--- config.mk ---
export PLATFORM = sky130hd
export DESIGN_NAME = frac_reducer
export DESIGN_NICKNAME = d
export VERILOG_FILES = /design/src/rtl/frac_reducer.sv
export SDC_FILE = /design/constraint.sdc
export NUM_CORES = 1
export LEC_CHECK = 0
export BUFFER_PORTS_ARGS = -buffer_cell sky130_fd_sc_hd__buf_2
export CORE_MARGIN = 2
export CORE_UTILIZATION = 33
export CTS_CLUSTER_DIAMETER = 50
export DETAILED_ROUTE_END_ITERATION = 8
export PLACE_DENSITY = 0.57
export SLEW_MARGIN = 0
export SYNTH_ARGS = -nofsm -noshare
export SYNTH_HDL_FRONTEND = slang
export SYNTH_SLANG_ARGS = --single-unit
--- constraint.sdc ---
create_clock -name clk -period 3.5 [get_ports clk]
set_input_delay 0.525 -clock clk [delete_from_list [all_inputs] [get_ports clk]]
set_output_delay 0.525 -clock clk [all_outputs]
set_load 0.1 [all_outputs]
--- src/rtl/frac_reducer.sv ---
// frac_reducer: divides a fraction num/den by a supplied GCD and returns the
// reduced terms. One shared restoring divider handles the numerator and then
// the denominator, one quotient bit per clock, MSB first.
// Optional build macro FRAC_LCM_EN adds a shift-add multiply stage that
// produces out_lcm = (num/gcd)*den; without it out_lcm is tied to zero.
module frac_reducer #(
   parameter int unsigned WIDTH = 4
) (
   input  logic               clk,
   input  logic               clkrst,
   input  logic               in_valid,
   output logic               in_ready,
   input  logic [WIDTH-1:0]   in_num,
   input  logic [WIDTH-1:0]   in_den,
   input  logic [WIDTH-1:0]   in_gcd,
   output logic               out_valid,
   input  logic               out_ready,
   output logic [WIDTH-1:0]   out_num,
   output logic [WIDTH-1:0]   out_den,
   output logic               out_err,
   output logic [2*WIDTH-1:0] out_lcm
);

   localparam int unsigned CW = (WIDTH > 1) ? $clog2(WIDTH) : 1;
   localparam logic [CW-1:0] CntLast = CW'(WIDTH - 1);

   typedef enum logic [2:0] {StIdle, StDivN, StDivD, StLcm, StDone} state_e;

   state_e           r_state;
   logic [WIDTH-1:0] r_num;
   logic [WIDTH-1:0] r_den;
   logic [WIDTH-1:0] r_gcd;
   logic [WIDTH-1:0] r_quo;
   logic [WIDTH:0]   r_rem;
   logic [CW-1:0]    r_cnt;
   logic             r_out_valid;
   logic             r_out_err;
   logic [WIDTH-1:0] r_out_num;
   logic [WIDTH-1:0] r_out_den;

   logic [WIDTH-1:0] w_dividend;
   logic [WIDTH:0]   w_rem_shift;
   logic [WIDTH:0]   w_rem_next;
   logic             w_q_bit;
   logic [WIDTH-1:0] w_quo_next;
   logic             w_last;
   logic             w_err_next;

`ifdef FRAC_LCM_EN
   logic [2*WIDTH-1:0] r_mcand;
   logic [2*WIDTH-1:0] r_acc;
   logic [2*WIDTH-1:0] r_out_lcm;
   logic [CW-1:0]      w_lcm_idx;
   logic [2*WIDTH-1:0] w_acc_next;

   // One shift-add multiply step: multiplier bits of den consumed LSB first.
   always_comb begin
      w_lcm_idx  = CntLast - r_cnt;
      w_acc_next = r_acc + (r_den[w_lcm_idx] ? r_mcand : '0);
   end

   assign out_lcm = r_out_lcm;
`else
   assign out_lcm = '0;
`endif

   // One restoring-division step on whichever term is currently being divided.
   always_comb begin
      w_dividend  = (r_state == StDivD) ? r_den : r_num;
      // Remainder is always below gcd, so the shift never loses a set bit.
      w_rem_shift = (r_rem << 1) | {{WIDTH{1'b0}}, w_dividend[r_cnt]};
      w_q_bit     = (w_rem_shift >= {1'b0, r_gcd});
      w_rem_next  = w_q_bit ? (w_rem_shift - {1'b0, r_gcd}) : w_rem_shift;
      w_quo_next  = WIDTH'({r_quo, w_q_bit});
      w_last      = (r_cnt == '0);
      w_err_next  = r_out_err | (w_rem_next != '0);
   end

   assign in_ready  = (r_state == StIdle) && clkrst;
   assign out_valid = r_out_valid;
   assign out_num   = r_out_num;
   assign out_den   = r_out_den;
   assign out_err   = r_out_err;

   // Control FSM with registered outputs; reset aborts any transaction in flight.
   always_ff @(posedge clk or negedge clkrst) begin
      if (!clkrst) begin
         r_state     <= StIdle;
         r_num       <= '0;
         r_den       <= '0;
         r_gcd       <= '0;
         r_quo       <= '0;
         r_rem       <= '0;
         r_cnt       <= '0;
         r_out_valid <= 1'b0;
         r_out_err   <= 1'b0;
         r_out_num   <= '0;
         r_out_den   <= '0;
`ifdef FRAC_LCM_EN
         r_mcand     <= '0;
         r_acc       <= '0;
         r_out_lcm   <= '0;
`endif
      end else begin
         unique case (r_state)
            StIdle: begin
               if (in_valid) begin
                  r_num     <= in_num;
                  r_den     <= in_den;
                  r_gcd     <= in_gcd;
                  r_quo     <= '0;
                  r_rem     <= '0;
                  r_cnt     <= CntLast;
                  r_out_err <= 1'b0;
`ifdef FRAC_LCM_EN
                  r_acc     <= '0;
                  r_out_lcm <= '0;
`endif
                  if (in_gcd == '0) begin
                     // Nothing to divide by: pass the fraction through flagged.
                     r_out_num <= in_num;
                     r_out_den <= in_den;
                     r_out_err <= 1'b1;
                     r_state   <= StDone;
                  end else begin
                     r_state <= StDivN;
                  end
               end
            end
            StDivN: begin
               r_rem <= w_rem_next;
               r_quo <= w_quo_next;
               r_cnt <= r_cnt - 1'b1;
               if (w_last) begin
                  r_out_num <= w_quo_next;
                  r_out_err <= w_err_next;
                  r_rem     <= '0;
                  r_quo     <= '0;
                  r_cnt     <= CntLast;
                  r_state   <= StDivD;
               end
            end
            StDivD: begin
               r_rem <= w_rem_next;
               r_quo <= w_quo_next;
               r_cnt <= r_cnt - 1'b1;
               if (w_last) begin
                  r_out_den <= w_quo_next;
                  r_out_err <= w_err_next;
                  r_rem     <= '0;
                  r_quo     <= '0;
                  r_cnt     <= CntLast;
`ifdef FRAC_LCM_EN
                  if (w_err_next) begin
                     r_out_valid <= 1'b1;
                     r_state     <= StDone;
                  end else begin
                     r_mcand <= {{WIDTH{1'b0}}, r_out_num};
                     r_acc   <= '0;
                     r_state <= StLcm;
                  end
`else
                  r_out_valid <= 1'b1;
                  r_state     <= StDone;
`endif
               end
            end
`ifdef FRAC_LCM_EN
            StLcm: begin
               r_acc   <= w_acc_next;
               r_mcand <= r_mcand << 1;
               r_cnt   <= r_cnt - 1'b1;
               if (w_last) begin
                  r_out_lcm   <= w_acc_next;
                  r_out_valid <= 1'b1;
                  r_cnt       <= CntLast;
                  r_state     <= StDone;
               end
            end
`endif
            StDone: begin
               // The gcd==0 shortcut arrives here with valid still low.
               if (!r_out_valid) begin
                  r_out_valid <= 1'b1;
               end else if (out_ready) begin
                  r_out_valid <= 1'b0;
                  r_state     <= StIdle;
               end
            end
            default: r_state <= StIdle;
         endcase
      end
   end

endmodule

==> metrics.cfg <==
[status]
run_status=completed

[drt]
routed_wl_um=4135
drt_iter0_markers=55
antenna_left=0
wire_per_inst_um=14.11
via_per_inst=4.945
drc=0
num_vias=1449
first_pass_iters=4

[setup_path]
r2r-start=r_state[0]$_DFFE_PN0P_
reg2reg_slack_ps=460
worstPathRequired_ps=3670
end_kind=flip-flop
r2r_cells=9
critical_path_class=flip-flop to flip-flop
r2r_end=out_err$_DFFE_PN0P_
startpoint_type=flip-flop
worstSetupStartpoint=r_state[0]$_DFFE_PN0P_
worstPathArrival_ps=3220
critical_path_peak_fanout=11

[final_layout]
area_growth_pct=16.44
multi_input_area_um2=942.2
final_net_count=242
drive_gt1_share_pct=22.17
fillers=587
layout_commonest_cell=nand2_1
diodes=0
regArea_um2=850.8
post_layout_nonfiller_instances=293
mostFrequentLayoutCells=nand2_1, dfrtp_1, buf_2

[place]
dp.cells=285
gp_congestion=0.8048
hpwl_um=3103
io_buffers=26

[sta]
relSlewSlack_pct=52.29
hold_viol_final=0
worst_clock_skew_ps=6.555
max_freq_ghz=0.3288
finalCritPeriodShare_pct=86.91
period_needed_ps=3042
setup_viol=0
grt_setup_unrepaired=false
fin_setup_tns_ps=0
final-max-slew-violation-count=0
tightest_slew_ps=709.0

[yosys]
yosys_warnings=0
syn_inst=192
netlist_area_mm2=0.001896
synth_top_area_share_pct=44.88
seq_area_frac_synth_pct=44.88
yosysTopAreaCell=dfrtp_1
avgSynthCellArea_um2=9.873
synth.top_cells.by_area=dfrtp_1, nand2_1, mux2_2, ha_1, mux2i_1
yosys_register_bits=34
yosys.cell_types.count=43

[floorplanning]
core_area_mm2=0.005540
die_w_um=79.79
ios=35
die_h_um=79.79
num_rows=27
start_util_pct=34.21
die_area_mm2=0.006366

[global_route]
grt_max_degree=35
grt_pass1_wl_um=6810
antenna_found_initial=0
grtUsageTotal_pct=14.18
grt_pass1_vias=1437
gr-total-overflow=0

[clock_network]
cts_buffers=5
cts_sinks=34
clkTransAtPathRegs_ps=80
htreeDepth=2
hold_buffers=0
cts_root_buffer=clkbuf_8
post_cts.repair.setup_buffers=0
clock_path_buffers=2
clock_latency_ps=290
cts_tree=yes
cts.repair.resized=0

[min_path]
hp-class=primary input to async pin

[flow_run]
drv_cap=0

==> worst max-delay path, stage by stage (launching register included) <==
cell	delay (ps)
dfrtp_1	500
nor3b_4	290
mux4_1	330
mux2i_2	190
ha_1	290
nand2b_1	190
a221oi_4	450
mux2i_1	240
nand4_1	110
o41a_1	330
==> metrics by stage <==
stage | setup WS [ps] | utilization, % | area, µm² | hold WS, ps
after floorplan | 600.3 | - | 1922 | 229.4
after global placement | 576.9 | 37.35 | 2069 | 464.0
after detailed placement | 472.5 | 37.35 | 2069 | 462.3
after CTS | 433.6 | 39.84 | 2207 | 316.4
after global routing | 207.3 | 39.84 | 2207 | 351.0
final | 458.3 | 39.84 | 2207 | 304.5
==> metal layers <==
layer | track usage [%] | part of all wire (%) | routed length (µm) | vias up
met4 | 6.102 | 1.5 | 60 | 0
met5 | 0 | 0 | 0 | -
met2 | 22.18 | 46 | 1884 | 36
li1 | - | - | - | 709
met3 | 3.620 | 4.6 | 192 | 5
met1 | 18.57 | 48 | 1997 | 699
==> state kept, by name (all words and copies together) (netlist names) <==
name and count:
out_err 1, r_den 4, r_num 4, r_quo 3, r_gcd 4, out_num 4, out_den 4, r_state 3
out_valid 1, r_cnt 2, r_rem 4
==> how the worst max path moves through the flow <==
stage                                to  slack (ps)  cells past startpoint
floorplan           out_err$_DFFE_PN0P_         600                     10
global placement    out_err$_DFFE_PN0P_         580                      9
detailed placement  out_err$_DFFE_PN0P_         470                      9
CTS                 out_err$_DFFE_PN0P_         430                      9
global route        out_err$_DFFE_PN0P_         210                      9
finish              out_err$_DFFE_PN0P_         460                      9
==> logic make-up (layout without fill, tap and decap cells) <==
| kind of cell | after synthesis | count (layout) | share of synthesized area, % |
|---|---|---|---|
| other cells | 1 | 8 | 0.1978 |
| simple gates | 67 | 67 | 16.30 |
| compound gates | 41 | 41 | 15.58 |
| mux | 17 | 17 | 11.42 |
| xor+xnor | 1 | 1 | 0.4621 |
| buf+inv | 25 | 47 | 6.799 |
| flops | 34 | 34 | 44.88 |
| fa+ha+maj | 6 | 6 | 4.356 |
==> layout make-up <==
type | instances | share of cell area [%]
multi-input cells | 140 | 42.69
flip-flops and latches | 34 | 38.55
repair buffers | 28 | 6.576
well taps | 72 | 4.082
clock buffers | 5 | 3.118
clock inverters | 3 | 3.118
inverters | 11 | 1.871
==> synth_stat cells, drive strengths merged <==
library cell,instances
o22a,1
xor2,1
a211oi,1
nor4,1
ha,5
o21ai,11
mux4,2
dfrtp,34
and3,1
nor2b,2
nor3,1
o21a,1
nor2,8
fa,1
or2,1
a221oi,1
a21boi,1
a22oi,2
inv,11
a22o,7
nor3b,1
o41a,1
a41oi,2
or3,1
mux2,8
clkbuf,2
a31oi,3
a21oi,7
a21o,1
nand3,1
nand2,42
conb,1
buf,12
nand4,1
nand2b,3
o311ai,1
and2,4
mux2i,7
o22ai,1
Power is not shown: default switching activity piles up to over one toggle a cycle in this logic, so the estimate is an artifact.
